## config.mk

```make
export PLATFORM = sky130hd
export DESIGN_NAME = cla5_arbiter_seq_flat
export DESIGN_NICKNAME = d
export VERILOG_FILES = /design/src/rtl/cla5_arbiter_seq_if.sv /design/src/rtl/cla5_arbiter_seq.sv /design/src/flat_wrapper.sv
export SDC_FILE = /design/constraint.sdc
export NUM_CORES = 1
export LEC_CHECK = 0
export CORE_MARGIN = 2
export CORE_UTILIZATION = 37
export DETAILED_ROUTE_END_ITERATION = 12
export GPL_TIMING_DRIVEN = 1
export HOLD_SLACK_MARGIN = 0.12
export PLACE_DENSITY_LB_ADDON = 0.25
export SYNTH_ARGS = -nofsm -noshare
export SYNTH_HDL_FRONTEND = slang
export SYNTH_SLANG_ARGS = --single-unit
```

## constraint.sdc

```tcl
create_clock -name clk -period 1.4 [get_ports clk]
set_input_delay 0.14 -clock clk [delete_from_list [all_inputs] [get_ports clk]]
set_output_delay 0.14 -clock clk [all_outputs]
set_load 0.01 [all_outputs]
```

## src/rtl/cla5_arbiter_seq_if.sv

```systemverilog
// Bundle of requester, adder-core and response signals for cla5_arbiter_seq.
// The slave modport is the arbiter's view; master is the surrounding system.
interface cla5_arbiter_seq_if #(
    parameter int WIDTH = 5
);
    logic             r0_valid;
    logic [WIDTH-1:0] r0_a;
    logic [WIDTH-1:0] r0_b;
    logic             r0_cin;
    logic             r0_ready;

    logic             r1_valid;
    logic [WIDTH-1:0] r1_a;
    logic [WIDTH-1:0] r1_b;
    logic             r1_cin;
    logic             r1_ready;

    logic [WIDTH-1:0] cla_a;
    logic [WIDTH-1:0] cla_b;
    logic             cla_cin;
    logic [WIDTH-1:0] cla_sum;
    logic             cla_cout;

    logic             rsp_valid;
    logic             rsp_ready;
    logic             rsp_id;
    logic [WIDTH-1:0] rsp_sum;
    logic             rsp_cout;

    logic             busy;

    modport slave (
        input  r0_valid, r0_a, r0_b, r0_cin,
        output r0_ready,
        input  r1_valid, r1_a, r1_b, r1_cin,
        output r1_ready,
        output cla_a, cla_b, cla_cin,
        input  cla_sum, cla_cout,
        output rsp_valid, rsp_id, rsp_sum, rsp_cout,
        input  rsp_ready,
        output busy
    );

    modport master (
        output r0_valid, r0_a, r0_b, r0_cin,
        input  r0_ready,
        output r1_valid, r1_a, r1_b, r1_cin,
        input  r1_ready,
        input  cla_a, cla_b, cla_cin,
        output cla_sum, cla_cout,
        input  rsp_valid, rsp_id, rsp_sum, rsp_cout,
        output rsp_ready,
        input  busy
    );
endinterface

```

## src/rtl/cla5_arbiter_seq.sv

```systemverilog
// Round-robin front end for a shared registered carry-lookahead adder: grants one
// of two requesters, drives the adder inputs, waits SETTLE edges, returns the result.
module cla5_arbiter_seq #(
    parameter int WIDTH  = 5,
    parameter int SETTLE = 1     // legal range 1..15
) (
    input  logic               clk,
    input  logic               rst,
    cla5_arbiter_seq_if.slave  bus
);
    typedef enum logic [1:0] {
        IDLE = 2'd0,
        EVAL = 2'd1,
        RESP = 2'd2
    } state_t;

    localparam logic [3:0] CNT_INIT = 4'(SETTLE - 1);

    state_t           state;
    logic [3:0]       cnt;
    logic             last_grant;
    logic             grant_id;
    logic             accept;
    logic [WIDTH-1:0] sel_a;
    logic [WIDTH-1:0] sel_b;
    logic             sel_cin;

    always_comb begin
        // NOTE: every output gets a default first so no path leaves it unassigned and infers a latch.
        grant_id = 1'b0;
        if (bus.r0_valid && bus.r1_valid) grant_id = ~last_grant;
        else if (bus.r1_valid)            grant_id = 1'b1;

        sel_a   = grant_id ? bus.r1_a   : bus.r0_a;
        sel_b   = grant_id ? bus.r1_b   : bus.r0_b;
        sel_cin = grant_id ? bus.r1_cin : bus.r0_cin;
    end

    // A request is taken whenever we are idle and anyone asks; ready goes only to the winner.
    assign accept       = (state == IDLE) && (bus.r0_valid || bus.r1_valid);
    assign bus.r0_ready = accept && !grant_id;
    assign bus.r1_ready = accept &&  grant_id;
    assign bus.busy     = (state != IDLE);

    // NOTE: sequential state uses non-blocking assignments so every register samples pre-edge values.
    always_ff @(posedge clk or posedge rst) begin
        if (rst) begin
            state         <= IDLE;
            cnt           <= '0;
            last_grant    <= 1'b1;
            bus.cla_a     <= '0;
            bus.cla_b     <= '0;
            bus.cla_cin   <= 1'b0;
            bus.rsp_valid <= 1'b0;
            bus.rsp_id    <= 1'b0;
            bus.rsp_sum   <= '0;
            bus.rsp_cout  <= 1'b0;
        end else begin
            case (state)
                IDLE: begin
                    if (accept) begin
                        bus.cla_a   <= sel_a;
                        bus.cla_b   <= sel_b;
                        bus.cla_cin <= sel_cin;
                        last_grant  <= grant_id;
                        bus.rsp_id  <= grant_id;
                        cnt         <= CNT_INIT;
                        state       <= EVAL;
                    end
                end
                EVAL: begin
                    if (cnt != 4'd0) begin
                        cnt <= cnt - 4'd1;
                    end else begin
                        bus.rsp_sum   <= bus.cla_sum;
                        bus.rsp_cout  <= bus.cla_cout;
                        bus.rsp_valid <= 1'b1;
                        state         <= RESP;
                    end
                end
                RESP: begin
                    if (bus.rsp_ready) begin
                        bus.rsp_valid <= 1'b0;
                        state         <= IDLE;
                    end
                end
                default: state <= IDLE;
            endcase
        end
    end
endmodule

```

## src/flat_wrapper.sv

```systemverilog
// flat-port wrapper written by rule: the top's interface ports become plain ports
module cla5_arbiter_seq_flat 
#(
    parameter int WIDTH  = 5,
    parameter int SETTLE = 1                         
)
  (clk, rst, bus_r0_valid, bus_r0_a, bus_r0_b, bus_r0_cin, bus_r0_ready, bus_r1_valid, bus_r1_a, bus_r1_b, bus_r1_cin, bus_r1_ready, bus_cla_a, bus_cla_b, bus_cla_cin, bus_cla_sum, bus_cla_cout, bus_rsp_valid, bus_rsp_id, bus_rsp_sum, bus_rsp_cout, bus_rsp_ready, bus_busy);
  cla5_arbiter_seq_if #(.WIDTH(WIDTH)) bus_i ();
  input  logic clk;
  input  logic rst;
  input wire logic [$bits(bus_i.r0_valid)-1:0] bus_r0_valid;
  input wire logic [$bits(bus_i.r0_a)-1:0] bus_r0_a;
  input wire logic [$bits(bus_i.r0_b)-1:0] bus_r0_b;
  input wire logic [$bits(bus_i.r0_cin)-1:0] bus_r0_cin;
  output wire logic [$bits(bus_i.r0_ready)-1:0] bus_r0_ready;
  input wire logic [$bits(bus_i.r1_valid)-1:0] bus_r1_valid;
  input wire logic [$bits(bus_i.r1_a)-1:0] bus_r1_a;
  input wire logic [$bits(bus_i.r1_b)-1:0] bus_r1_b;
  input wire logic [$bits(bus_i.r1_cin)-1:0] bus_r1_cin;
  output wire logic [$bits(bus_i.r1_ready)-1:0] bus_r1_ready;
  output wire logic [$bits(bus_i.cla_a)-1:0] bus_cla_a;
  output wire logic [$bits(bus_i.cla_b)-1:0] bus_cla_b;
  output wire logic [$bits(bus_i.cla_cin)-1:0] bus_cla_cin;
  input wire logic [$bits(bus_i.cla_sum)-1:0] bus_cla_sum;
  input wire logic [$bits(bus_i.cla_cout)-1:0] bus_cla_cout;
  output wire logic [$bits(bus_i.rsp_valid)-1:0] bus_rsp_valid;
  output wire logic [$bits(bus_i.rsp_id)-1:0] bus_rsp_id;
  output wire logic [$bits(bus_i.rsp_sum)-1:0] bus_rsp_sum;
  output wire logic [$bits(bus_i.rsp_cout)-1:0] bus_rsp_cout;
  input wire logic [$bits(bus_i.rsp_ready)-1:0] bus_rsp_ready;
  output wire logic [$bits(bus_i.busy)-1:0] bus_busy;
  assign bus_i.r0_valid = bus_r0_valid;
  assign bus_i.r0_a = bus_r0_a;
  assign bus_i.r0_b = bus_r0_b;
  assign bus_i.r0_cin = bus_r0_cin;
  assign bus_r0_ready = bus_i.r0_ready;
  assign bus_i.r1_valid = bus_r1_valid;
  assign bus_i.r1_a = bus_r1_a;
  assign bus_i.r1_b = bus_r1_b;
  assign bus_i.r1_cin = bus_r1_cin;
  assign bus_r1_ready = bus_i.r1_ready;
  assign bus_cla_a = bus_i.cla_a;
  assign bus_cla_b = bus_i.cla_b;
  assign bus_cla_cin = bus_i.cla_cin;
  assign bus_i.cla_sum = bus_cla_sum;
  assign bus_i.cla_cout = bus_cla_cout;
  assign bus_rsp_valid = bus_i.rsp_valid;
  assign bus_rsp_id = bus_i.rsp_id;
  assign bus_rsp_sum = bus_i.rsp_sum;
  assign bus_rsp_cout = bus_i.rsp_cout;
  assign bus_i.rsp_ready = bus_rsp_ready;
  assign bus_busy = bus_i.busy;
  cla5_arbiter_seq #(.WIDTH(WIDTH), .SETTLE(SETTLE)) u_core (.clk(clk), .rst(rst), .bus(bus_i));
endmodule
```

* Yosys cells after proc, flatten, opt, wreduce, memory -nomap -nowiden
Index checks and enable logic that the tools add are counted.
** Operators by class
- Bitwise gates (word level) :: 2
- Muxes and demuxes :: 15
- Add/subtract/negate cells :: 1
- Reductions and logical operators :: 16
- Equal/unequal tests :: 6
** Operator list (number)
- $mux 5 :: 2
- $reduce_and 3->1 :: 3
- $mux 4 :: 2
- $pmux 4 s2 :: 1
- $mux 2 :: 3
- $pmux 2 s3 :: 1
- $reduce_bool 2->1 :: 3
- $mux 1 :: 5
- $logic_and 1x1->1 :: 4
- $ne 2x1->1 const B :: 2
- $ne 2x2->1 const B :: 2
- $reduce_and 2->1 :: 2
- $reduce_bool 4->1 :: 1
- $sub 4x1->4 const B :: 1
- $eq 2x1->1 const B :: 1
- $eq 2x2->1 const B :: 1
- $logic_not 2->1 :: 1
- $not 1->1 :: 2
- $pmux 1 s2 :: 1
- $logic_not 1->1 :: 1
- $logic_or 1x1->1 :: 1
** Word-level totals
- Output and inout port bits :: 22
- Bits of input ports :: 33
- Flip-flop bits (word level) :: 26
- Word-level logic and storage cells :: 50

* Depth between registers and ports, before layout
Gate-level depths: netlist of run 1.
- Depth in word-level cells :: 4
- Gate-level depth with buffers :: 6
- Depth with buffers taken out :: 5

* Worst setup path before layout of run 1
No wires, ideal clock.
- Path kind :: reg2reg
- Start :: register u_core.cnt[0]
- End :: register u_core.bus.rsp_cout
- Period minus slack after synthesis :: 1.375 ns
- Data required time :: 1.275 ns
- Setup time :: 0.125 ns
- Setup slack :: 0.025 ns
- Cell stages (with the launch flop) :: 7
- Arrival :: 1.250 ns
- Path buffers :: 1
- Path through :: dfrtp_1 -> inv_1 -> ha_1 -> nand3b_1 -> nand2b_4 -> buf_6 -> mux2_4
** Between the ends
- Word-level cells in the longest chain between the ends :: 3
** RTL lines
- from (decl) :: line cla5_arbiter_seq.sv:20 : logic [3:0] cnt;
- from (signal assigned) :: line cla5_arbiter_seq.sv:73 : cnt <= cnt - 4'd1;
- $reduce_bool 4->1 :: line cla5_arbiter_seq.sv:72 : if (cnt != 4'd0) begin
- $not 1->1 (no source line)
- $reduce_and 2->1 (no source line)
- to (signal assigned) :: line cla5_arbiter_seq.sv:76 : bus.rsp_cout <= bus.cla_cout;
- to (decl) :: line cla5_arbiter_seq_if.sv:39 : output rsp_valid, rsp_id, rsp_sum, rsp_cout,
No other way between the ends.
A chain may end at the register's enable or synchronous reset.

* Worst setup path after layout of run 1
- Start :: register u_core.state[1]
- End :: register u_core.bus.rsp_sum[3]
** Between the ends
- Word-level cells in the longest chain between the ends :: 2
** RTL lines
- from (decl) :: line cla5_arbiter_seq.sv:19 : state_t state;
- from (signal assigned) :: line cla5_arbiter_seq.sv:48 : state <= IDLE;
- from (signal assigned) :: line cla5_arbiter_seq.sv:68 : state <= EVAL;
- from (signal assigned) :: line cla5_arbiter_seq.sv:78 : state <= RESP;
- $eq 2x1->1 :: line cla5_arbiter_seq.sv:59 : case (state)
- $reduce_and 2->1 (no source line)
- to (signal assigned) :: line cla5_arbiter_seq.sv:75 : bus.rsp_sum <= bus.cla_sum;
- to (decl) :: line cla5_arbiter_seq_if.sv:39
No other way between the ends.

==> impl_metrics.yaml, run 1 <==
run_status:
  run_status: "finished, violations left"
  failing_checks: "negative setup slack"
place:
  finalWeightedCongestion: 0.8709
  placement.io_buffers: 54
  place.detailed.hpwl_um: 2271
  pre_cts_slack_ps: -258.0
power:
  clkPwrFrac_pct: 12.0
  pwr-share-seq_pct: 31.7
  total_switching_power_mw: 1.365
  peakVddDrop_mv: 1.035
  power_switching_share_pct: 32.44
  power.static_leakage_nw: 1.127
  cellPowerDensity_nw_per_um2: 2032
  internal_cell_power_mw: 2.842
  power.share.combinational_pct: 56.2
drt:
  wl_per_cell_um: 14.28
  drtIter0Drc: 29
  ant_nets: 0
  wl_um: 3055
  vias_per_cell: 4.935
  drc: 0
  drtPass1Iterations: 4
  routed-via-count: 1056
yosys:
  netlist_instances: 95
  post-synth-top-area-fraction_pct: 52.08
  number_of_synthesized_register_bits: 26
  synth_nets: 129
  warnings_synthesis: 0
  syn_area_um2: 1201
  synth_area_leaders: "sky130_fd_sc_hd__dfrtp_1, sky130_fd_sc_hd__a221o_1, sky130_fd_sc_hd__mux2_4, sky130_fd_sc_hd__and3_1, sky130_fd_sc_hd__buf_6"
  synthesis.area_per_instance_um2: 12.64
  yosys.area.top_type: "sky130_fd_sc_hd__dfrtp_1"
  netlist-cell-type-count: 28
  ys_seq_area_share_pct: 54.27
global_route:
  leftover_overflow_at_the_end_of_global_routing: 0
  grt_pass1_wl_um: 4885
  initial_antenna_violation_count: 0
  groute.usage.overall_pct: 17.86
  maximum_number_of_pins_on_one_net_before_global_route_repair: 27
  first_global_vias: 1106
floorplan:
  floorplan.initialDensity_pct: 39.02
  die_height_um: 60.98
  core.rowCount: 20
  design.core.area_um2: 3078
  design.die.area_um2: 3718
  num_io_pins: 55
  dieWidth_um: 60.98
sta:
  final.setup.tns_ps: -925.4
  worst_slew_pin_slew_ps: 327.3
  grt_setup_unrepaired: "yes"
  min_period_ps: 1491
  setup_viol: 19
  drv_slew: 0
  achievable-frequency_mhz: 670.8
  final_hold_viol_count: 0
  worst_clock_skew_ps: 12.07
  postLayoutSetupSlackWorst_ps: -90.79
  max_slew_margin_pct: 78.18
  min_period_over_period_pct: 106.5
worst_setup_path:
  critical_path.max_fanout: 7
  startpoint_type: "flop"
  ff2ff_path_depth: 5
  cpPeakStageDelay_ps: 440
  crit_path_top_delay_cell: "sky130_fd_sc_hd__dfrtp_1"
  crit_top_cell: "sky130_fd_sc_hd__buf_6"
  data_arrival_time_of_the_critical_path_ps: 1710
  crit-reg2reg-launch: "u_core.state[1]$_DFFE_PP0P_"
  critPathKind: "reg -> reg"
  r2r_end: "u_core.bus.rsp_sum[3]$_DFFE_PP0P_"
  setup.worst_path.start: "u_core.state[1]$_DFFE_PP0P_"
  worst_path_cell_chain: "buf_6 -> buf_6 -> nand3b_1 -> nand2b_4 -> mux2_4"
  setup.worst_path.end_class: "flop"
  worst_ep_required_time_ps: 1620
  regToRegSetupSlack_ps: -90
clock_tree:
  cts_buffer_depth: 2
  clockRootBuffer: "sky130_fd_sc_hd__clkbuf_4"
  hold_buffers: 0
  cts_inserted_buffers: 3
  tritoncts: "built"
  tritoncts_num_sinks: 26
  worstSkewPairLatency_ps: 320
  register_clock_pin_slew_on_the_reported_worst_setup_and_hold_paths_ps: 150
  clock_tree.htree_level_count: 1
cells_and_area:
  most_used_cells_in_the_layout_excluding_fill_and_tap_cells: "sky130_fd_sc_hd__clkdlybuf4s50_1, sky130_fd_sc_hd__dfrtp_1, sky130_fd_sc_hd__dlymetal6s2s_1, sky130_fd_sc_hd__buf_4, sky130_fd_sc_hd__a221o_1"
  post_route_cells_drive_above_1_share_pct: 28.24
  mostFrequentLayoutCell: "sky130_fd_sc_hd__clkdlybuf4s50_1"
  final_core_utilization_pct: 67.28
  num-nets-final: 205
  diodes: 0
  syn2layout_area_growth_pct: 72.40
run:
  maxCapViolCount: 0
min_path:
  hold_crit_path_type: "in -> async"
## cells in the mapped netlist, drive strengths merged
cell	count
a211o	1
a211oi	1
a21o	2
a221o	11
a31o	1
and2	1
and3	12
buf	4
clkbuf	1
dfrtp	25
dfstp	1
ha	1
inv	6
mux2	6
mux2i	2
nand2	2
nand2b	3
nand3b	1
nor2	3
nor3	2
nor3b	1
o21ai	7
xnor2	1
## worst max-delay path: cells and delay by family, from the launching register on
| kind | cells | cell delay, ps |
|---|---|---|
| buf+inv | 2 | 250 |
| simple gates | 2 | 390 |
| flops | 1 | 440 |
| mux | 1 | 320 |
## routing by layer
metal  track usage (%)  part of all wire (%)  wire length (µm)  up-vias
li1                  -                     -                 -      498
met4             7.453                   1.4                42        0
met2             30.72                    53              1611       30
met5                 0                     0                 0        -
met1             22.18                    41              1257      524
met3             2.985                   4.7               143        4
## sequential cells by signal, indices dropped and copies added, names as in the netlist, 2 cells and up
signal	count
u_core.bus.cla_a	5
u_core.bus.cla_b	5
u_core.bus.rsp_sum	5
u_core.cnt	4
u_core.state	2
## per-stage QoR
stage	std cells	hold slack [ps]	area [µm²]	power, mW
5_1_grt	214	181.7	2071	4.509
4_1_cts	213	164.1	1991	4.201
6_report	214	156.7	2071	4.207
2_1_floorplan	95	179.3	1201	2.513
3_3_place_gp	204	460.9	1874	3.495
3_5_place_dp	204	469.7	1874	3.565
## timing repair
| item | in CTS | in global routing |
|---|---|---|
| setup buffers | 5 | 2 |
| pin swaps | 7 | 5 |
| setup endpoints to repair | 12 | 40 |
| resized for setup | 25 | 26 |
## cell families (layout without fill, tap and decap cells)
kind of cell / count (synthesis) / after routing / share of synthesized area, %
compound gates: 23 / 23 / 16.15
fa+ha+maj: 1 / 1 / 1.042
mux: 8 / 8 / 9.167
buf+inv: 11 / 86 / 5.416
flops: 26 / 26 / 54.27
simple gates: 25 / 25 / 13.23
xor+xnor: 1 / 1 / 0.7293
## how the worst max path moves through the flow
stage                                                    to  slack, ps  depth (start not counted)
final                     u_core.bus.rsp_sum[3]$_DFFE_PP0P_        -90                          5
after global routing      u_core.bus.rsp_sum[3]$_DFFE_PP0P_       -160                          5
after CTS                                      bus_r1_ready       -150                          4
after detailed placement                       bus_r1_ready       -260                          4
after global placement                         bus_r1_ready       -240                          4
after floorplan             u_core.bus.rsp_cout$_DFFE_PP0P_         20                          6
## cell type report
class                      instances  area (µm²)
clock buffer                       3       22.52
clock inverter                     1       30.03
fill                             256        1007
inverter                           6       22.52
multi-input combinational         58       523.0
sequential                        26       651.9
tap                               44       55.05
timing repair buffer              76       765.7
## power groups by stage
stage,combinational (mW),clock [mW],sequential [mW]
2_1_floorplan,1.04,0,1.47
3_5_place_dp,2.21,0,1.36
4_1_cts,2.35,0.523,1.33
3_3_place_gp,2.15,0,1.34
6_report,2.37,0.506,1.34
5_1_grt,2.56,0.560,1.39
(Power assumes the default switching activity.)
==> inputs of run 2 (changes only) <==
Settings changed: ABC_AREA set to 1.
==> run 2 against run 1 <==
Effect of this change: the run still ends with negative setup slack left; combinational power down 3%; largest power group unchanged; clock power up 2%; critical path type is now reg -> out; cell area about the same; first-iteration DRC count down 48%; non-clock buffer count down 5; via count up 12%; clock-buffer cell count unchanged; power down 1.4%; synthesized cell count up 44%; sequential share of layout area about the same; final cell count up 18%; critical path depth down 1.
==> impl_metrics.yaml, run 2 <==
worst_setup_path:
  ff2ff_path_depth: 7
  critPathKind: "reg -> out"
  startpoint_type: "flop"
  regToRegSetupSlack_ps: 120
  data_arrival_time_of_the_critical_path_ps: 1300
  setup.worst_path.end_class: "output pin"
  worst_ep_required_time_ps: 1260
  r2r_end: "u_core.cnt[1]$_DFFE_PP0P_"
  crit-reg2reg-launch: "u_core.cnt[1]$_DFFE_PP0P_"
  critical_path.max_fanout: 2
place:
  place.detailed.hpwl_um: 2342
  place_inst: 241
  finalWeightedCongestion: 0.7393
  placement.io_buffers: 54
sta:
  postLayoutSetupSlackWorst_ps: -40.07
  hold_slack_ps: 351.8
  final_hold_viol_count: 0
  worst_clock_skew_ps: 1.882
  achievable-frequency_mhz: 694.4
  worst_slew_pin_slew_ps: 410.3
  setup_viol: 1
  max_slew_margin_pct: 72.62
  min_period_over_period_pct: 102.9
  grt_setup_unrepaired: "yes"
  min_period_ps: 1440
  drv_slew: 0
cells_and_area:
  mostFrequentLayoutCell: "sky130_fd_sc_hd__nand2_1"
  post_route_cells_drive_above_1_share_pct: 21.53
  diodes: 0
  layoutNonFillerInstCount: 253
  reg.largest.list: "u_core.bus.cla_a: 5 flops, u_core.bus.cla_b: 5 flops, u_core.bus.rsp_sum: 5 flops"
  most_used_cells_in_the_layout_excluding_fill_and_tap_cells: "sky130_fd_sc_hd__nand2_1, sky130_fd_sc_hd__clkdlybuf4s50_1, sky130_fd_sc_hd__dfrtp_1, sky130_fd_sc_hd__nand3_1"
  syn2layout_area_growth_pct: 68.60
  num-nets-final: 244
  layout.filler_cells: 267
min_path:
  min_delay_path_depth: 3
  hold_crit_path_type: "in -> reg"
  hold_path_end: "u_core.bus.rsp_sum[1]$_DFFE_PP0P_"
  worst_hold_startpoint: "bus_cla_sum[1]"
clock_tree:
  worstSkewPairLatency_ps: 320
  tritoncts: "built"
  clock_tree.htree_level_count: 1
  cts_inserted_buffers: 3
  register_clock_pin_slew_on_the_reported_worst_setup_and_hold_paths_ps: 140
  clockRootBuffer: "sky130_fd_sc_hd__clkbuf_4"
  cts_buffer_depth: 2
  tritoncts_num_sinks: 26
yosys:
  ys_seq_area_share_pct: 53.11
  ys_dominant_reg_cell: "sky130_fd_sc_hd__dfrtp_1"
  post-synth-top-area-fraction_pct: 50.97
  count_of_flip_flops_with_a_built_in_enable_after_synthesis: 0
  warnings_synthesis: 0
  yosys.area.top_type: "sky130_fd_sc_hd__dfrtp_1"
  syn_area_um2: 1227
  netlist_instances: 137
  post-synth-top-count-cell: "sky130_fd_sc_hd__nand2_1"
  yosys.area_share.xor_xnor_pct: 0
  synth_simple_gate_area_share_pct: 30.28
  synth_commonest_cells: "sky130_fd_sc_hd__nand2_1, sky130_fd_sc_hd__dfrtp_1, sky130_fd_sc_hd__nand3_1"
  netlist-cell-type-count: 22
  yosys-mux-area-fraction_pct: 0
  synth_fa_ha_area_share_pct: 1.019
  synth_area_leaders: "sky130_fd_sc_hd__dfrtp_1, sky130_fd_sc_hd__nand2_1, sky130_fd_sc_hd__nand3_1, sky130_fd_sc_hd__o21ai_2, sky130_fd_sc_hd__inv_1"
  synth_compound_gate_area_share_pct: 7.951
  largest_family_of_logic_cells_by_synthesized_area: "simple AND/OR/NAND/NOR gates"
  synth_nets: 171
  synthesis.area_per_instance_um2: 8.959
  number_of_synthesized_register_bits: 26
  ys_async_sr_fraction_pct: 100.0
floorplan:
  floorplan.initialDensity_pct: 39.56
  dieWidth_um: 61.60
  design.core.area_um2: 3103
  design.die.area_um2: 3794
  die_height_um: 61.60
  core.rowCount: 20
  num_io_pins: 55
power:
  peakVddDrop_mv: 1.032
  cellPowerDensity_nw_per_um2: 2004
  power.static_leakage_nw: 1.113
drt:
  drc: 0
  drtPass1Iterations: 4
  routed-via-count: 1187
  wl_um: 3148
  wl_per_cell_um: 12.44
  drtIter0Drc: 15
  ant_nets: 0
  vias_per_cell: 4.692
run_status:
  failing_checks: "negative setup slack"
  run_status: "finished, violations left"
global_route:
  grt_pass1_wl_um: 4843
  maximum_number_of_pins_on_one_net_before_global_route_repair: 19
  first_global_vias: 1122
  groute.usage.overall_pct: 17.81
  initial_antenna_violation_count: 0
  leftover_overflow_at_the_end_of_global_routing: 0
run:
  maxCapViolCount: 0
## run 2: cell count changes after synthesis, sizes merged, moves of 2 or more
cell / previous run / this run
inv: 6 / 14
nor3: 2 / 0
a221o: 11 / 0
nor2: 3 / 7
nand3: 0 / 17
a21o: 2 / 0
and3: 12 / 0
mux2i: 2 / 0
mux2: 6 / 0
nand4: 0 / 3
nand2: 2 / 53
nand2b: 3 / 0
## run 2: layout make-up
class / count / area, µm² / area share (%)
tap: 44 / 55.05 / 2.660
timing repair buffer: 71 / 719.4 / 34.76
inverter: 14 / 55.05 / 2.660
sequential: 26 / 651.9 / 31.50
clock buffer: 3 / 22.52 / 1.088
clock inverter: 1 / 30.03 / 1.451
multi-input combinational: 94 / 535.5 / 25.88
## run 2: through the flow
| stage | instance area, µm² | TNS, ps | utilization, % | worst slack (ps) | power, mW |
|---|---|---|---|---|---|
| 5_1_grt | 2069 | -221.8 | 66.69 | -116.6 | 4.443 |
| 2_1_floorplan | 1227 | 0 | - | 149.9 | 2.505 |
| 3_3_place_gp | 1869 | -467.9 | 60.24 | -239.5 | 3.391 |
| 4_1_cts | 1959 | -49.47 | 63.15 | -49.47 | 4.018 |
| 6_report | 2069 | -40.07 | 66.69 | -40.07 | 4.147 |
| 3_5_place_dp | 1869 | -863.2 | 60.24 | -307.5 | 3.468 |
## run 2: how the worst max path moves through the flow
stage / start / endpoint / slack, ps / cells past startpoint
finish: u_core.last_grant$_DFFE_PP1P_ / bus_r0_ready / -40 / 4
CTS: u_core.state[1]$_DFFE_PP0P_ / bus_r0_ready / -50 / 5
global route: u_core.state[0]$_DFFE_PP0P_ / bus_r0_ready / -120 / 5
detailed placement: bus_r1_valid / bus_r1_ready / -310 / 5
floorplan: u_core.cnt[0]$_DFFE_PP0P_ / u_core.cnt[1]$_DFFE_PP0P_ / 150 / 7
global placement: bus_r1_valid / bus_r1_ready / -240 / 5
## run 2: kinds of logic (layout without fill, tap and decap cells)
| family | count (synthesis) | in the layout |
|---|---|---|
| adders and majority gates | 1 | 1 |
| buffers and inverters | 18 | 89 |
| AOI/OAI and AO/OA | 11 | 11 |
| DFF | 26 | 26 |
| and+or+nand+nor | 81 | 82 |
## run 2: per-layer routing
layer | routed length (µm) | vias up | global-route usage, %
li1 | - | 580 | -
met1 | 1198 | 564 | 18.91
met2 | 1674 | 39 | 32.33
met5 | 0 | - | 0
met4 | 31 | 0 | 6.383
met3 | 244 | 4 | 6.303
## run 2: repair_timing
item / CTS / global route
pin swaps: 3 / 3
hold buffers: 1 / 0
setup endpoints to repair: 9 / 21
resized for setup: 23 / 20
setup buffers: 2 / 4
hold endpoints to repair: 7 / 0
cloned: 0 / 1
## run 2: worst max-delay path, cell delays in order (launching register included)
cell and delay (ps):
sky130_fd_sc_hd__dfstp_2 590, sky130_fd_sc_hd__a21boi_4 60, sky130_fd_sc_hd__buf_4 140, sky130_fd_sc_hd__nor2_4 90, sky130_fd_sc_hd__buf_6 110
## run 2: power by group
part / switching (mW) / internal (mW)
Combinational: 1.17 / 1.14
Clock: 0.224 / 0.289
Sequential: 0.208 / 1.12
Total: 1.60 / 2.55
==> inputs of run 3 (changes only) <==
Settings changed: TNS_END_PERCENT set to 30.
==> run 3 against run 2 <==
Effect of this change: maximum frequency grew 0.18%; register-to-register slack got worse by 50 ps; flip-flop and latch count is the same; first-iteration DRC count increased by 6.7%; worst hold slack hardly changed; worst setup slack improved by 2.5 ps; clock power about the same; critical path type unchanged; sequential power about the same; sequential share of layout area grew 0.44 points; the flow still finishes with violations (negative setup slack).
==> impl_metrics.yaml, run 3 (synthesis results as in run 2) <==
clock_tree:
  tritoncts: "built"
  cts_inserted_buffers: 3
  clock_tree.htree_level_count: 1
  register_clock_pin_slew_on_the_reported_worst_setup_and_hold_paths_ps: 150
  worstSkewPairLatency_ps: 320
  tritoncts_num_sinks: 26
  cts_buffer_depth: 2
  clockRootBuffer: "sky130_fd_sc_hd__clkbuf_4"
drt:
  drt-met1-wl_um: 1188
  highest_layer: "met4"
  drc: 0
  routed-via-count: 1166
  drtPass1Iterations: 4
  wl_um: 3081
  ant_nets: 0
  met3WireLength_um: 234
  drtIter0Drc: 16
  wl_per_cell_um: 12.27
  route.met2.wl_um: 1627
  vias_per_cell: 4.645
worst_setup_path:
  ff2ff_path_depth: 5
  startpoint_type: "flop"
  crit-reg2reg-launch: "u_core.state[1]$_DFFE_PP0P_"
  worst_ep_required_time_ps: 1260
  r2r_end: "u_core.bus.rsp_sum[0]$_DFFE_PP0P_"
  critical_path.max_fanout: 2
  critPathKind: "reg -> out"
  crit_path_top_delay_cell: "sky130_fd_sc_hd__dfstp_2"
  regToRegSetupSlack_ps: 70
  setup.worst_path.end_class: "output pin"
  data_arrival_time_of_the_critical_path_ps: 1300
  worst_path_cell_chain: "a21boi_4 -> buf_4 -> nor2_4 -> buf_6"
  cpPeakStageDelay_ps: 590
power:
  finalPower_mw: 4.054
  power.share.combinational_pct: 54.5
  total_switching_power_mw: 1.549
  power.static_leakage_nw: 1.106
  internal_cell_power_mw: 2.506
  power_switching_share_pct: 38.20
  pwr-share-seq_pct: 32.8
  cellPowerDensity_nw_per_um2: 1987
  clkPwrFrac_pct: 12.7
  peakVddDrop_mv: 1.001
floorplan:
  core.rowCount: 20
  die_height_um: 61.60
  floorplan.initialDensity_pct: 39.56
  dieWidth_um: 61.60
  num_io_pins: 55
  design.die.area_um2: 3794
  design.core.area_um2: 3103
place:
  finalWeightedCongestion: 0.7393
  place.detailed.hpwl_um: 2342
  placement.io_buffers: 54
  dpl-instance-area_um2: 1869
cells_and_area:
  reg.largest.list: "u_core.bus.cla_a: 5 flops, u_core.bus.cla_b: 5 flops, u_core.bus.rsp_sum: 5 flops"
  most_used_cells_in_the_layout_excluding_fill_and_tap_cells: "sky130_fd_sc_hd__nand2_1, sky130_fd_sc_hd__clkdlybuf4s50_1, sky130_fd_sc_hd__dfrtp_1, sky130_fd_sc_hd__nand3_1, sky130_fd_sc_hd__dlymetal6s2s_1"
  diodes: 0
  post_route_cells_drive_above_1_share_pct: 20.77
  num-nets-final: 242
  layout.filler_cells: 267
  design_area_um2: 2041
  final_core_utilization_pct: 65.77
  mostFrequentLayoutCell: "sky130_fd_sc_hd__nand2_1"
  syn2layout_area_growth_pct: 66.26
sta:
  achievable-frequency_mhz: 695.6
  grt_setup_unrepaired: "yes"
  final_hold_viol_count: 0
  setup_viol: 1
  min_period_ps: 1438
  min_period_over_period_pct: 102.7
  worst_clock_skew_ps: 5.474
  hold_slack_ps: 352.0
  worst_slew_pin_slew_ps: 414.8
  drv_slew: 0
  postLayoutSetupSlackWorst_ps: -37.55
  max_slew_margin_pct: 72.32
min_path:
  hold_path_end: "u_core.bus.rsp_sum[1]$_DFFE_PP0P_"
  worst_hold_startpoint: "bus_cla_sum[1]"
  min_delay_path_depth: 3
  hold_crit_path_type: "in -> reg"
global_route:
  initial_antenna_violation_count: 0
  grt_pass1_wl_um: 4843
  groute.usage.overall_pct: 17.81
  leftover_overflow_at_the_end_of_global_routing: 0
  maximum_number_of_pins_on_one_net_before_global_route_repair: 19
  first_global_vias: 1122
run_status:
  failing_checks: "negative setup slack"
  run_status: "finished, violations left"
run:
  maxCapViolCount: 0
run 3: cell count changes in the layout (fill, tap and decap cells not counted), sizes merged:
cell,before,now
buf,18,17
nand4,4,3
run 3: final cells by class:
type                       instances  area [µm²]  share of cell area (%)
sequential                        26       651.9                   31.94
clock inverter                     1       30.03                   1.471
tap                               44       55.05                   2.698
inverter                          14       55.05                   2.698
timing repair buffer              70       711.9                   34.89
multi-input combinational         93       514.2                   25.20
clock buffer                       3       22.52                   1.104
run 3: stage by stage:
stage / worst slack, ps / TNS, ps / cells
6_report: -37.55 / -37.55 / 251
5_1_grt: -116.6 / -237.8 / 251
4_1_cts: -49.47 / -49.47 / 248
3_5_place_dp: -307.5 / -863.2 / 241
2_1_floorplan: 149.9 / 0 / 137
3_3_place_gp: -239.5 / -467.9 / 241
run 3: worst max path at each step:
stage	end	slack, ps	depth (start not counted)	start
4_1_cts	bus_r0_ready	-50	5	u_core.state[1]$_DFFE_PP0P_
3_5_place_dp	bus_r1_ready	-310	5	bus_r1_valid
2_1_floorplan	u_core.cnt[1]$_DFFE_PP0P_	150	7	u_core.cnt[0]$_DFFE_PP0P_
5_1_grt	bus_r0_ready	-120	5	u_core.state[0]$_DFFE_PP0P_
3_3_place_gp	bus_r1_ready	-240	5	bus_r1_valid
6_report	bus_r0_ready	-40	4	u_core.last_grant$_DFFE_PP1P_
run 3: worst max-delay path: cells and delay by family (launching register included):
kind	cells	cell delay, ps
flops	1	590
buf+inv	2	250
simple gates	1	90
compound gates	1	60
run 3: what timing repair did:
action	CTS	global route
gates resized for setup	23	19
hold endpoints to repair	7	0
setup endpoints to repair	9	21
pin swaps	3	2
setup buffers	2	3
hold buffers	1	0
run 3: layer usage:
metal / up-vias / track usage (%)
li1: 573 / -
met2: 39 / 32.33
met1: 550 / 18.91
met5: - / 0
met4: 0 / 6.383
met3: 4 / 6.303
run 3: power by group through the flow:
stage / registers (mW) / clock network (mW) / logic [mW]
after global placement: 1.32 / 0 / 2.07
after detailed placement: 1.34 / 0 / 2.13
after CTS: 1.34 / 0.522 / 2.16
after floorplan: 1.46 / 0 / 1.04
final: 1.33 / 0.514 / 2.21
after global routing: 1.37 / 0.560 / 2.41
